File: config.mk
export PLATFORM = sky130hd
export DESIGN_NAME = pla_pipe
export DESIGN_NICKNAME = d
export VERILOG_FILES = /design/src/rtl/pla_pipe.sv
export SDC_FILE = /design/constraint.sdc
export NUM_CORES = 1
export LEC_CHECK = 0
export CAP_MARGIN = 40
export CORE_AREA = 4 4 89 91
export DETAILED_ROUTE_END_ITERATION = 8
export DIE_AREA = 0 0 93 95
export PLACE_DENSITY = 0.79
export SLEW_MARGIN = 20
export SYNTH_ARGS = -nofsm -noshare
export SYNTH_HDL_FRONTEND = slang
export SYNTH_SLANG_ARGS = --single-unit
File: constraint.sdc
create_clock -name clk -period 3.6 [get_ports clk]
set_clock_uncertainty 0.15 [all_clocks]
set_input_delay 1.08 -clock clk [delete_from_list [all_inputs] [get_ports clk]]
set_output_delay 1.08 -clock clk [all_outputs]
set_load 0.02 [all_outputs]
File: src/rtl/pla_pipe.sv
// pla_pipe: runtime-programmable PLA (AND plane + OR plane) behind a
// two-stage valid/ready pipeline. Product terms and output term-selects
// are loaded through a small configuration port. Writes are only accepted
// when the pipeline is empty, so every vector sees a single configuration.
module pla_pipe #(
   parameter int N_IN   = 4,
   parameter int N_TERM = 8,
   parameter int N_OUT  = 2,
   localparam int CW    = (2 * N_IN > N_TERM) ? 2 * N_IN : N_TERM,
   localparam int AW    = $clog2(N_TERM + N_OUT)
) (
   input  logic              clk,
   input  logic              rst_n,
   input  logic              cfg_we_i,
   input  logic [AW-1:0]     cfg_addr_i,
   input  logic [CW-1:0]     cfg_wdata_i,
   output logic              cfg_ready_o,
   input  logic              in_valid_i,
   output logic              in_ready_o,
   input  logic [N_IN-1:0]   in_data_i,
   output logic              out_valid_o,
   input  logic              out_ready_i,
   output logic [N_OUT-1:0]  out_data_o
);

   logic [N_TERM-1:0][N_IN-1:0]  tmask_q;
   logic [N_TERM-1:0][N_IN-1:0]  cmask_q;
   logic [N_OUT-1:0][N_TERM-1:0] omask_q;

   logic                s1_valid_q, s1_valid_d;
   logic [N_TERM-1:0]   term_q, term_d;
   logic                out_valid_q, out_valid_d;
   logic [N_OUT-1:0]    out_data_q, out_data_d;

   logic        s2_free;
   logic        s1_adv;
   logic        in_fire;
   logic        cfg_fire;
   logic [31:0] addr_ext;

   assign s2_free     = ~out_valid_q | out_ready_i;
   assign s1_adv      = s1_valid_q & s2_free;
   assign in_ready_o  = ~cfg_we_i & (~s1_valid_q | s2_free);
   assign in_fire     = in_valid_i & in_ready_o;
   assign cfg_ready_o = ~s1_valid_q & ~out_valid_q;
   assign cfg_fire    = cfg_we_i & cfg_ready_o;
   assign addr_ext    = 32'(cfg_addr_i);

   assign out_valid_o = out_valid_q;
   assign out_data_o  = out_data_q;

   // Mask registers; out-of-range addresses match no entry and are dropped.
   always_ff @(posedge clk or negedge rst_n) begin
      if (!rst_n) begin
         tmask_q <= '0;
         cmask_q <= '0;
         omask_q <= '0;
      end else if (cfg_fire) begin
         for (int k = 0; k < N_TERM; k++) begin
            if (addr_ext == 32'(k)) begin
               tmask_q[k] <= cfg_wdata_i[N_IN-1:0];
               cmask_q[k] <= cfg_wdata_i[2*N_IN-1:N_IN];
            end
         end
         for (int j = 0; j < N_OUT; j++) begin
            if (addr_ext == 32'(N_TERM + j)) begin
               omask_q[j] <= cfg_wdata_i[N_TERM-1:0];
            end
         end
      end
   end

   // AND plane: a term with no literals is disabled (0) rather than a constant 1.
   always_comb begin
      term_d = '0;
      for (int k = 0; k < N_TERM; k++) begin
         term_d[k] = (|(tmask_q[k] | cmask_q[k]))
                   & (&((~tmask_q[k] | in_data_i) & (~cmask_q[k] | ~in_data_i)));
      end
   end

   // OR plane over the registered terms.
   always_comb begin
      out_data_d = '0;
      for (int j = 0; j < N_OUT; j++) begin
         out_data_d[j] = |(omask_q[j] & term_q);
      end
   end

   // Pipeline occupancy: stage 1 fills on accept, empties on advance;
   // stage 2 fills on advance, empties when the consumer takes it.
   always_comb begin
      s1_valid_d = s1_valid_q;
      if (in_fire) begin
         s1_valid_d = 1'b1;
      end else if (s1_adv) begin
         s1_valid_d = 1'b0;
      end
      out_valid_d = out_valid_q;
      if (s1_adv) begin
         out_valid_d = 1'b1;
      end else if (out_ready_i) begin
         out_valid_d = 1'b0;
      end
   end

   // Stage 1 register: captures the AND-plane result on accept.
   always_ff @(posedge clk or negedge rst_n) begin
      if (!rst_n) begin
         s1_valid_q <= 1'b0;
         term_q     <= '0;
      end else begin
         s1_valid_q <= s1_valid_d;
         if (in_fire) begin
            term_q <= term_d;
         end
      end
   end

   // Stage 2 register: captures the OR-plane result on advance, holds while stalled.
   always_ff @(posedge clk or negedge rst_n) begin
      if (!rst_n) begin
         out_valid_q <= 1'b0;
         out_data_q  <= '0;
      end else begin
         out_valid_q <= out_valid_d;
         if (s1_adv) begin
            out_data_q <= out_data_d;
         end
      end
   end

endmodule

==> results.py, run 1 <==
metrics = {
    "placed_design": {
        "gp_congestion": 0.751,
        "io_buffers": 25,
        "dp_hpwl_mm": 5.94,
        "placed_cells": 419,
        "post-place-ws_ns": -0.0720,
    },
    "finish": {
        "final_nets": 352,
        "num-fill-cells": 545,
        "syn_to_final_growth_pct": 12.6,
        "multiInputGateArea_um2": 1810,
        "stdcell_count": 435,
        "drive_gt1_share_pct": 33.6,
        "ff_latch_area_um2": 2300,
        "insertedDiodeCount": 0,
    },
    "worst_setup_path": {
        "end_kind": "output pin",
        "path_max_fanout": 2,
        "cp.required_ns": 2.37,
        "crit_arrival_ns": 2.16,
        "timing_worst_setup_path_type": "primary input to output pin",
        "worstSetupStartpointType": "primary input",
    },
    "global_route": {
        "grt_use_total_pct": 22.1,
        "grt_pass1_vias": 2750,
        "grt_max_degree": 58,
        "grt_pass1_wl_mm": 14.4,
        "grt_remaining_overflow": 0,
        "antenna_found_initial": 0,
    },
    "timing": {
        "min_period_ns": 3.39,
        "setup_tns_ns": 0,
        "rsz0062_at_grt": "no",
        "drv_slew": 0,
        "hold_viol_final": 0,
        "maxSlewHeadroom_pct": 51.3,
        "setup_viol": 0,
        "hold_ws_ns": 0.364,
        "fin_ws_ns": 0.205,
        "worstMarginPinSlew_ns": 0.729,
        "period_share_pct": 94.3,
        "fmax_ghz": 0.295,
    },
    "worst_hold_path": {
        "hold_class": "flip-flop to flip-flop",
    },
    "run_status": {
        "run_status": "finished clean",
    },
    "cts": {
        "cts.hold.buffers_added": 0,
        "htreeDepth": 3,
        "cts-root-buf": "clkbuf_8",
        "clock_latency_ns": 0.37,
        "cts_tree": "done",
        "cts_setup_buffers": 0,
        "numClockSinks": 92,
        "clk_pin_slew_ns": 0.08,
        "cts_buffer_depth": 2,
        "cts_made_buffers": 9,
    },
    "routing": {
        "drc": 0,
        "wirelength_mm": 8.93,
        "vias_per_cell": 6.04,
        "vias": 2627,
        "final_antenna_net_count": 0,
        "drtPass1Iterations": 4,
        "wl_per_cell_um": 20.5,
        "drt_iter0_markers": 128,
    },
    "logic_synthesis": {
        "synth_cell_types": 26,
        "synth_flop_cell": "dfrtp_1",
        "avgSynthCellArea_um2": 13.7,
        "synthArstFlopShare_pct": 100,
        "syn_area_um2": 4210,
        "ys_seq_area_share_pct": 54.7,
        "synth_fp_nets": 329,
        "yosys_warnings": 0,
        "ys_ff_latch": 92,
        "synth-edff-count": 0,
        "syn_inst": 308,
    },
    "floorplanning": {
        "die_h_um": 95,
        "ioPinCount": 26,
        "die-area_um2": 8840,
        "rows": 31,
        "start_util_pct": 58.9,
        "core_um2": 7140,
        "fp.dieW_um": 93,
    },
    "flow_run": {
        "max_cap_viol_count": 0,
    },
    "power": {
        "power_mw": 2.71,
        "powerDensity_nw_per_um2": 572,
        "ir_worst_vdd_v": 0.000218,
        "leakagePower_nw": 2.19,
    },
}
[cells by family after synthesis]
kind of cell	count (synthesis)	share of synthesized area (%)
AOI/OAI and AO/OA	24	3.84
buffers and inverters	18	2.17
DFF	92	54.7
muxes	114	29.6
and+or+nand+nor	60	9.70
[path summary, 6_finish.rpt]
| kind | slack, ns | endpoint | startpoint | depth (start not counted) |
|---|---|---|---|---|
| setup reg to reg | 1.60 | tmask_q[12] | out_valid_o | 3 |
| setup / recovery | 0.21 | in_ready_o | out_ready_i | 4 |
| hold reg to reg | 0.36 | omask_q[7] | omask_q[7] | 1 |
| min in group asynchronous | 0.50 | cmask_q[27] | rst_n | 1 |
| hold / removal | 0.36 | omask_q[7] | omask_q[7] | 1 |
| max in group asynchronous | 2.16 | omask_q[4] | rst_n | 2 |
[state kept, by name, indices dropped and copies added (netlist names)]
| register | count |
|---|---|
| out_data_o | 2 |
| tmask_q | 32 |
| cmask_q | 32 |
| s1_valid_q | 1 |
| term_q | 8 |
| out_valid_o | 1 |
| omask_q | 16 |
[critical path, cell delays in order]
cell and delay, ns:
clkdlybuf4s50_1 0.47, and3b_2 0.21, nor2_1 0.07, dlygate4sd2_1 0.33
[layout make-up]
cell class              instances  share of cell area (%)
well taps                      99                    2.62
clock inverters                 7                    1.59
repair buffers                 30                    6.26
multi-input cells             198                    38.3
clock buffers                   9                    2.62
flip-flops and latches         92                    48.6
[report_power, final]
group          internal, mW  total (mW)  switching (mW)
Clock                 0.324       0.704           0.379
Combinational         0.325       0.563           0.238
Sequential             1.27        1.44           0.173
[placed cells by master (no fill, tap or decap)]
cell type	count
clkdlybuf4s50_1	23
and4b_1	3
and4bb_4	1
nand2_1	5
o31ai_1	7
nand4_1	9
nand2_2	2
bufinv_16	1
o41ai_1	1
nor3_1	1
dlygate4sd2_1	1
mux2_2	82
buf_4	5
mux2i_1	32
nor4b_4	1
clkinv_2	2
and3b_2	1
clkbuf_8	9
dfrtp_1	92
inv_6	1
nand3_2	3
a22oi_1	8
or2_2	1
nand2b_1	3
nor3b_1	1
or4_1	16
buf_12	1
nor2_1	12
o21ai_0	8
clkinv_4	3
or2b_1	1
[layer usage]
metal | vias up | wire (um) | GRT usage [%]
met5 | - | 0 | 0
met1 | 1366 | 4040 | 27.8
met4 | 0 | 145 | 7.69
met2 | 39 | 4440 | 37.9
met3 | 14 | 300 | 4.86
li1 | 1208 | - | -
[Yosys cell counts (2+ instances only)]
cell type | instances | share of area (%)
mux2i_1 | 32 | 7.6
nand3_2 | 3 | 0.71
mux2_2 | 82 | 22
or4_1 | 16 | 2.9
buf_1 | 8 | 0.71
a22oi_1 | 8 | 1.4
nor2_1 | 12 | 1.1
clkbuf_1 | 6 | 0.54
o31ai_1 | 7 | 1.2
nand2b_1 | 3 | 0.45
nand2_2 | 2 | 0.30
and4b_1 | 3 | 0.71
nand4_1 | 9 | 1.3
buf_6 | 3 | 0.80
nand2_1 | 5 | 0.45
dfrtp_1 | 92 | 55
o21ai_0 | 8 | 0.95
[timing repair]
action / CTS / global route
resized for setup: 1 / 0
hold endpoints to repair: 0 / 0
endpoints found under the setup margin: 1 / 0
[per-stage QoR]
| step | util, % | instance area (um^2) |
|---|---|---|
| 2_1_floorplan | - | 4210 |
| 3_3_place_gp | 63.6 | 4540 |
| 3_5_place_dp | 63.6 | 4540 |
| 4_1_cts | 66.3 | 4730 |
| 5_1_grt | 66.3 | 4730 |
| 6_report | 66.3 | 4730 |
No activity file was read; power rests on OpenSTA's default activity.
==> run 2, diff against run 1 <==
- CAP_MARGIN: 40 -> 20
- CTS_CLUSTER_DIAMETER: not set -> 30
- TNS_END_PERCENT: not set -> 20
==> results of run 2 <==
Final layout, timing and power as in run 1 (identical DEF).
